File: src/rtl/cache_mem_arbiter_pkg.sv
`default_nettype none
// ============================================================================
// Module      : cache_mem_arbiter_pkg
// Description : Shared types for the L1-to-pmem arbiter: cache line type,
//               arbiter state encoding and requester identity.
// Revision    : 1.0 - initial release
// ============================================================================
package cache_mem_arbiter_pkg;

  localparam int LINE_BITS   = 128;
  // Lines are 16 bytes, so the low four address bits select a byte in a line.
  localparam int OFFSET_BITS = 4;

  typedef logic [LINE_BITS-1:0] lc3b_c_line;

  typedef enum logic [1:0] {
    IDLE    = 2'd0,
    SERVE_I = 2'd1,
    SERVE_D = 2'd2
  } lc3b_arb_state;

  typedef enum logic {
    REQ_I = 1'b0,
    REQ_D = 1'b1
  } lc3b_requester;

endpackage
`default_nettype wire

File: src/rtl/cache_mem_arbiter_sat.sv
`default_nettype none
// ============================================================================
// Module      : sat_counter
// Description : Up-counter that sticks at all-ones instead of wrapping.
//               clr has priority over inc.
// Ports       : clk, rst_n (async active-low), inc (count one event),
//               clr (synchronous clear), count (current value)
// Revision    : 1.0 - initial release
// ============================================================================
module sat_counter #(
  parameter int CNT_W = 16
) (
  input  logic             clk,
  input  logic             rst_n,
  input  logic             inc,
  input  logic             clr,
  output logic [CNT_W-1:0] count
);

  localparam logic [CNT_W-1:0] ONE = {{(CNT_W-1){1'b0}}, 1'b1};

  always_ff @(posedge clk or negedge rst_n) begin
    if (!rst_n) begin
      count <= '0;
    end else if (clr) begin
      count <= '0;
    end else if (inc && (count != '1)) begin
      count <= count + ONE;
    end
  end

endmodule
`default_nettype wire

File: src/rtl/cache_mem_arbiter.sv
`default_nettype none
// ============================================================================
// Module      : cache_mem_arbiter
// Description : Shares one pmem/L2 port between I-cache fills and D-cache
//               fills/writebacks. One whole-line transaction at a time,
//               round-robin on contention, saturating per-requester counters.
// Ports       : clk, rst_n (async active-low)
//               i_read/i_address -> i_resp/i_rdata      : I-cache side
//               d_read/d_write/d_address/d_wdata
//                               -> d_resp/d_rdata       : D-cache side
//               pmem_read/pmem_write/pmem_address/pmem_wdata,
//               pmem_rdata/pmem_resp                    : downstream port
//               cnt_clear -> i_xfer_count/d_xfer_count  : statistics
// Revision    : 1.0 - initial release
// ============================================================================
module cache_mem_arbiter
  import cache_mem_arbiter_pkg::*;
#(
  parameter int ADDR_W = 16,
  parameter int LINE_W = 128,
  parameter int CNT_W  = 16
) (
  input  logic              clk,
  input  logic              rst_n,
  input  logic              i_read,
  input  logic [ADDR_W-1:0] i_address,
  output logic              i_resp,
  output logic [LINE_W-1:0] i_rdata,
  input  logic              d_read,
  input  logic              d_write,
  input  logic [ADDR_W-1:0] d_address,
  input  logic [LINE_W-1:0] d_wdata,
  output logic              d_resp,
  output logic [LINE_W-1:0] d_rdata,
  output logic              pmem_read,
  output logic              pmem_write,
  output logic [ADDR_W-1:0] pmem_address,
  output logic [LINE_W-1:0] pmem_wdata,
  input  logic [LINE_W-1:0] pmem_rdata,
  input  logic              pmem_resp,
  input  logic              cnt_clear,
  output logic [CNT_W-1:0]  i_xfer_count,
  output logic [CNT_W-1:0]  d_xfer_count
);

  localparam logic [ADDR_W-1:0] LINE_MASK =
    ~{{(ADDR_W-OFFSET_BITS){1'b0}}, {OFFSET_BITS{1'b1}}};

  lc3b_arb_state     state_q, state_d;
  lc3b_requester     last_grant_q;
  logic [ADDR_W-1:0] addr_q;
  logic              op_write_q;

  logic              d_req;
  logic              grant_i, grant_d;
  logic [ADDR_W-1:0] grant_addr;

  assign d_req      = d_read | d_write;
  assign grant_addr = grant_d ? d_address : i_address;

  // Fill data is broadcast; each cache only trusts it when its resp is high.
  assign i_rdata      = pmem_rdata;
  assign d_rdata      = pmem_rdata;
  assign pmem_address = addr_q;

  always_comb begin
    state_d    = state_q;
    grant_i    = 1'b0;
    grant_d    = 1'b0;
    pmem_read  = 1'b0;
    pmem_write = 1'b0;
    pmem_wdata = '0;
    i_resp     = 1'b0;
    d_resp     = 1'b0;
    case (state_q)
      IDLE: begin
        // On contention, D wins only if I had the previous grant.
        if (d_req && (!i_read || (last_grant_q == REQ_I))) begin
          grant_d = 1'b1;
          state_d = SERVE_D;
        end else if (i_read) begin
          grant_i = 1'b1;
          state_d = SERVE_I;
        end
      end
      SERVE_I: begin
        pmem_read  = ~op_write_q;
        pmem_write = op_write_q;
        i_resp     = pmem_resp;
        if (pmem_resp) state_d = IDLE;
      end
      SERVE_D: begin
        pmem_read  = ~op_write_q;
        pmem_write = op_write_q;
        // The D-cache holds d_wdata stable until d_resp, so no copy is kept.
        pmem_wdata = d_wdata;
        d_resp     = pmem_resp;
        if (pmem_resp) state_d = IDLE;
      end
      default: state_d = IDLE;
    endcase
  end

  always_ff @(posedge clk or negedge rst_n) begin
    if (!rst_n) begin
      state_q      <= IDLE;
      last_grant_q <= REQ_I;
      addr_q       <= '0;
      op_write_q   <= 1'b0;
    end else begin
      state_q <= state_d;
      if (grant_i || grant_d) begin
        addr_q       <= grant_addr & LINE_MASK;
        // A writeback beats a fill when the D-cache raises both.
        op_write_q   <= grant_d & d_write;
        last_grant_q <= grant_d ? REQ_D : REQ_I;
      end
    end
  end

  sat_counter #(.CNT_W(CNT_W)) u_i_count (
    .clk   (clk),
    .rst_n (rst_n),
    .inc   (i_resp),
    .clr   (cnt_clear),
    .count (i_xfer_count)
  );

  sat_counter #(.CNT_W(CNT_W)) u_d_count (
    .clk   (clk),
    .rst_n (rst_n),
    .inc   (d_resp),
    .clr   (cnt_clear),
    .count (d_xfer_count)
  );

endmodule
`default_nettype wire
File: config.mk
export PLATFORM = sky130hd
export DESIGN_NAME = cache_mem_arbiter
export DESIGN_NICKNAME = d
export VERILOG_FILES = /design/src/rtl/cache_mem_arbiter_pkg.sv /design/src/rtl/cache_mem_arbiter_sat.sv /design/src/rtl/cache_mem_arbiter.sv
export SDC_FILE = /design/constraint.sdc
export NUM_CORES = 1
export LEC_CHECK = 0
export ABC_AREA = 1
export ABC_CLOCK_PERIOD_IN_PS = 2200
export CAP_MARGIN = 20
export CORE_AREA = 10 10 278 280
export DETAILED_ROUTE_END_ITERATION = 16
export DIE_AREA = 0 0 288 290
export PLACE_DENSITY = 0.41
export SYNTH_ARGS = -nofsm -noshare
export SYNTH_HDL_FRONTEND = slang
export SYNTH_SLANG_ARGS = --single-unit
File: constraint.sdc
create_clock -name clk -period 2.2 [get_ports clk]
set_input_delay 0.44 -clock clk [delete_from_list [all_inputs] [get_ports clk]]
set_output_delay 0.44 -clock clk [all_outputs]
set_load 0.01 [all_outputs]
======== Word level (Yosys, flattened, before mapping) ========
Cells that the tools add are included.
storage, ports and cells
  word-level logic and storage cells ...... 49
  output and inout bits ................... 436
  input port bits ......................... 295
  bits in registers ....................... 48
operators by class
  muxes and demuxes ....................... 20
  $add $sub $neg .......................... 2
  equality and inequality tests ........... 6
  bitwise operators ....................... 4
  reduce and logical (&&, ||, !) cells .... 11
operators by type and width
  operator                                                number
  2-to-1 mux 128 bit                                      1
  2-to-1 mux 16 bit                                       5
  adder 16 x 1 -> 16 bit (second input constant)          2
  inequality test 16 bit (second input constant)          2
  2-to-1 mux 1 bit                                        10
  2-to-1 mux 2 bit                                        3
  one-hot mux 2 bit (2 select lines)                      1
  nonzero test 2 bit                                      2
  logical AND 1 bit                                       3
  inequality test 3 bit (second input constant)           1
  == test 2 x 1 -> 1 bit (second input constant)          1
  == test 2 bit (second input constant)                   1
  logical NOT 2 bit                                       1
  logical OR 1 bit                                        2
  inequality test 2 x 1 -> 1 bit (second input constant)  1
  NOT 1 bit                                               2
  AND reduction 2 bit                                     1
  OR reduction 2 bit                                      1
  AND 1 bit                                               1
  logical NOT 1 bit                                       1
  OR 1 bit                                                1

======== Depth between registers and ports, before layout ========
  word-level depth ........................ 6
  mapped depth ............................ 10
  gate-level depth less buffers ........... 10

======== By module ========
From an unflattened synthesis, not the netlist that was laid out.
second synthesis, totals
  cell total of the unflattened synthesis .. 959
  area total of the unflattened synthesis .. 6,017.0 um2
modules (own cells, without submodules)
  module             area each (um2)  times used  sequential area each (um2)  cells an instance
  cache_mem_arbiter  3,942.5          1           400.4                       671
  sat_counter        1,037.2          2           400.4                       144

======== Worst setup path before layout ========
No wires, ideal clock.
  path kind ............................... reg-to-output
  start ................................... reg state_q[0]
  end ..................................... out pmem_wdata[108]
  stages on the path, launching flop included .. 7
  slack ................................... 0.421 ns
  arrival ................................. 1.339 ns
  path buffers ............................ 2
  data required time ...................... 1.760 ns
  cell sequence ........................... dfrtp_1 inv_1 ha_1 clkbuf_1 clkbuf_1 nand2_1 inv_1
on the way
  word-level cells in the longest chain between the ends .. 2
ends and longest elaborated chain
  what                    line                      source
  from (decl)             cache_mem_arbiter.sv:49   lc3b_arb_state state_q, state_d;
  from (signal assigned)  cache_mem_arbiter.sv:111  state_q <= state_d;
  == test 2 bit           cache_mem_arbiter.sv:75   case (state_q)
  2-to-1 mux 128 bit      cache_mem_arbiter.sv:75
  to (decl)               cache_mem_arbiter.sv:38   output logic [LINE_W-1:0] pmem_wdata,
No other way between the ends.

======== Worst setup path in the final report ========
  start ................................... reg state_q[1]
  end ..................................... out pmem_wdata[22]
Same word-level chain as after synthesis.

==> impl_metrics.yaml <==
outcome:
  outcome: "finished, violations left"
  violations: "setup timing"
setup_path:
  reg2regPathDepth: 8
  worst-path-max-fanout: 5
  path_common_cell: "buf_6"
  cp_slowest_cell: "dfrtp_1"
  critical_path_class: "flip-flop to output port"
  timing.rr.start: "state_q[0]$_DFFE_PN0P_"
  reg2reg_to: "pmem_address[5]$_DFFE_PN0P_"
  r2r_slack_ns: 0.30
  path_cells: "ha_4 > buf_12 > buf_16 > buf_8 > buf_6 > buf_6 > nand2_4 > inv_2 > buf_6"
  critPathArrivalTime_ns: 1.77
  cp-start-kind: "flip-flop"
  cp.required_ns: 1.76
  slowest_delay_ns: 0.41
  cp-end-kind: "output port"
power_and_ir_drop:
  power_leakage_nw: 4.87
  peakVddDrop_mv: 0.429
  p_clk_share_pct: 11.6
  seq_power_share_pct: 15.2
  p_sw_share_pct: 44.0
  p_int_mw: 4.19
  power_switching_mw: 3.30
  p_comb_share_pct: 73.2
  p_per_area_nw_per_um2: 809
die:
  die_h_um: 290
  ios: 731
  rows: 98
  die_w_um: 288
  start_util_pct: 8.26
  die-area_sq_um: 83500
  core_sq_um: 71400
sta:
  finClkSkew_ns: 0.00888
  fmax_mhz: 453
  worst_pin_slew_ns: 0.629
  setup_viol: 5
  worst_slack_ns: -0.00739
  period_needed_ns: 2.21
  rsz0062_at_grt: "yes"
  hold_viol: 0
  worst_slew_margin_rel_pct: 58.0
  whs_ns: 0.137
  fin_crit_sh_pct: 100
  timing.final.max_slew_violations: 0
synth:
  synth_area_sq_um: 5890
  avgSynthCellArea_sq_um: 6.18
  synth.area.top_cells: "buf_4, dfrtp_1, nand2_1"
  yosysTopAreaCell: "buf_4"
  synth_top_cell_area_share_pct: 33.2
  ys_types: 24
  synth-seq-area-share_pct: 20.4
  synth_cells: 954
  yosysWarnings: 0
  synth_seq_cells: 48
detailed_routing:
  drt-total-wl_mm: 34.7
  num_vias: 5780
  wl_per_cell_um: 17.2
  drc_errors: 0
  drt_iter0_drc: 183
  final_antenna_net_count: 0
  vias_per_cell: 2.87
  drt-pass1-iter-count: 6
clocking:
  cts_hold_buf: 0
  cts.root.buffer_cell: "clkbuf_16"
  clk_latency_ns: 0.31
  cts_buffers: 5
  cts_htree_levels: 2
  clkTransAtPathRegs_ns: 0.08
  clockBufferDepth: 2
  cts_tree: "built"
  cts_sinks: 48
cells_and_area:
  layout_common_cells: "nand2_1, clkdlybuf4s50_1, inv_1"
  final_cells: 2014
  area_delta_synth_final_pct: 57.2
  mostFrequentLayoutCell: "nand2_1"
  antennaDiodeCount: 0
  drive_gt1_share_pct: 27.3
  nNetsFinal: 1363
  fillCellCount: 8295
  final_core_util_pct: 13.0
global_route:
  grt_max_degree: 28
  first_global_vias: 6109
  gr-total-overflow: 0
  grt_usage_pct: 7.78
  antenna_found_initial: 3
  grt_pass1_wl_mm: 46.6
place:
  portBuffers: 334
  dp.cells: 1983
  dp_hpwl_mm: 29.3
  place_congestion: 0.864
hold_path:
  holdCritPathClass: "input port to asynchronous set/reset pin"
run:
  max_cap_violations: 0
==> per-stage QoR <==
stage / setup WS (ns) / power (mW) / instance area (sq um) / setup TNS (ns)
4_1_cts: -0.0988 / 7.39 / 9010 / -1.47
3_3_place_gp: -0.137 / 5.67 / 8630 / -1.00
2_1_floorplan: 0.421 / 3.32 / 5900 / 0
3_5_place_dp: -0.136 / 5.66 / 8630 / -1.12
6_report: -0.00739 / 7.49 / 9260 / -0.0166
5_1_grt: -0.103 / 8.10 / 9260 / -1.83
==> cell families (layout without fill, tap and decap cells) <==
group	Yosys count	count (layout)	synth area share [%]
xor gates and xnor gates	9	9	1.34
AOI/OAI and AO/OA	40	40	3.67
other	1	4	0.0636
adders and majority gates	5	5	1.06
DFF	48	48	20.4
buffers and inverters	467	574	46.7
and+or+nand+nor	384	384	26.8
==> worst max-delay path, delay by kind of cell (launching register included) <==
family | cells | cell delay, ns
adders and majority gates | 1 | 0.18
buffers and inverters | 7 | 0.78
DFF | 1 | 0.41
and+or+nand+nor | 1 | 0.07
==> how the worst max path moves through the flow <==
stage | startpoint | to | slack (ns) | cells past startpoint
3_5_place_dp | pmem_resp | i_resp | -0.14 | 5
5_1_grt | state_q[0]$_DFFE_PN0P_ | pmem_wdata[24] | -0.10 | 10
6_report | state_q[1]$_DFFE_PN0P_ | pmem_wdata[22] | -0.007 | 9
3_3_place_gp | pmem_resp | i_resp | -0.14 | 5
4_1_cts | state_q[0]$_DFFE_PN0P_ | pmem_wdata[119] | -0.1 | 10
2_1_floorplan | state_q[0]$_DFFE_PN0P_ | pmem_wdata[108] | 0.42 | 6
==> sequential cells by signal (all words and copies together) (netlist names) <==
register,count
pmem_address,12
state_q,2
last_grant_q,1
u_d_count.count,16
op_write_q,1
u_i_count.count,16
==> power by group through the flow <==
stage	Sequential [mW]	Combinational (mW)	Clock (mW)
2_1_floorplan	1.20	2.12	0
3_3_place_gp	1.16	4.51	0
3_5_place_dp	1.16	4.50	0
4_1_cts	1.14	5.31	0.936
5_1_grt	1.17	5.97	0.963
6_report	1.14	5.48	0.866
==> final cells by class <==
class	instances	area, sq um	share of cell area [%]
well taps	950	1190	12.8
flip-flops and latches	48	1200	13.0
inverters	183	689	7.44
clock inverters	2	15.0	0.162
clock buffers	6	139	1.50
multi-input cells	442	2200	23.8
repair buffers	383	3830	41.3
==> synth_stat cells <==
cell type and n:
inv_2 1, nor3_1 1, clkbuf_1 18, nand3b_1 2
nand4_1 17, conb_1 1, nor2_2 5, a21oi_1 3
ha_1 5, o22ai_1 1, buf_4 261, dfrtp_1 48
nor2_1 38, o211ai_2 1, inv_1 182, o21ai_0 32
xor2_1 9, nand2_1 285, buf_2 3, nor2_4 4
o21bai_1 3, nand3_1 29, buf_6 2, nand2_2 3
==> per-layer routing <==
metal	global-route usage (%)	part of all wire, %
met5	0.357	0.095
met4	4.48	5.6
met3	4.07	13
met2	11.8	43
met1	8.57	39
==> repair_timing <==
action	CTS	global route
setup endpoints to repair	129	96
cloned	7	0
hold endpoints to repair	0	0
resized for setup	474	158
pin swaps	5	16
buffers inserted	15	4
Note: power is estimated with default switching activity, not from simulation.
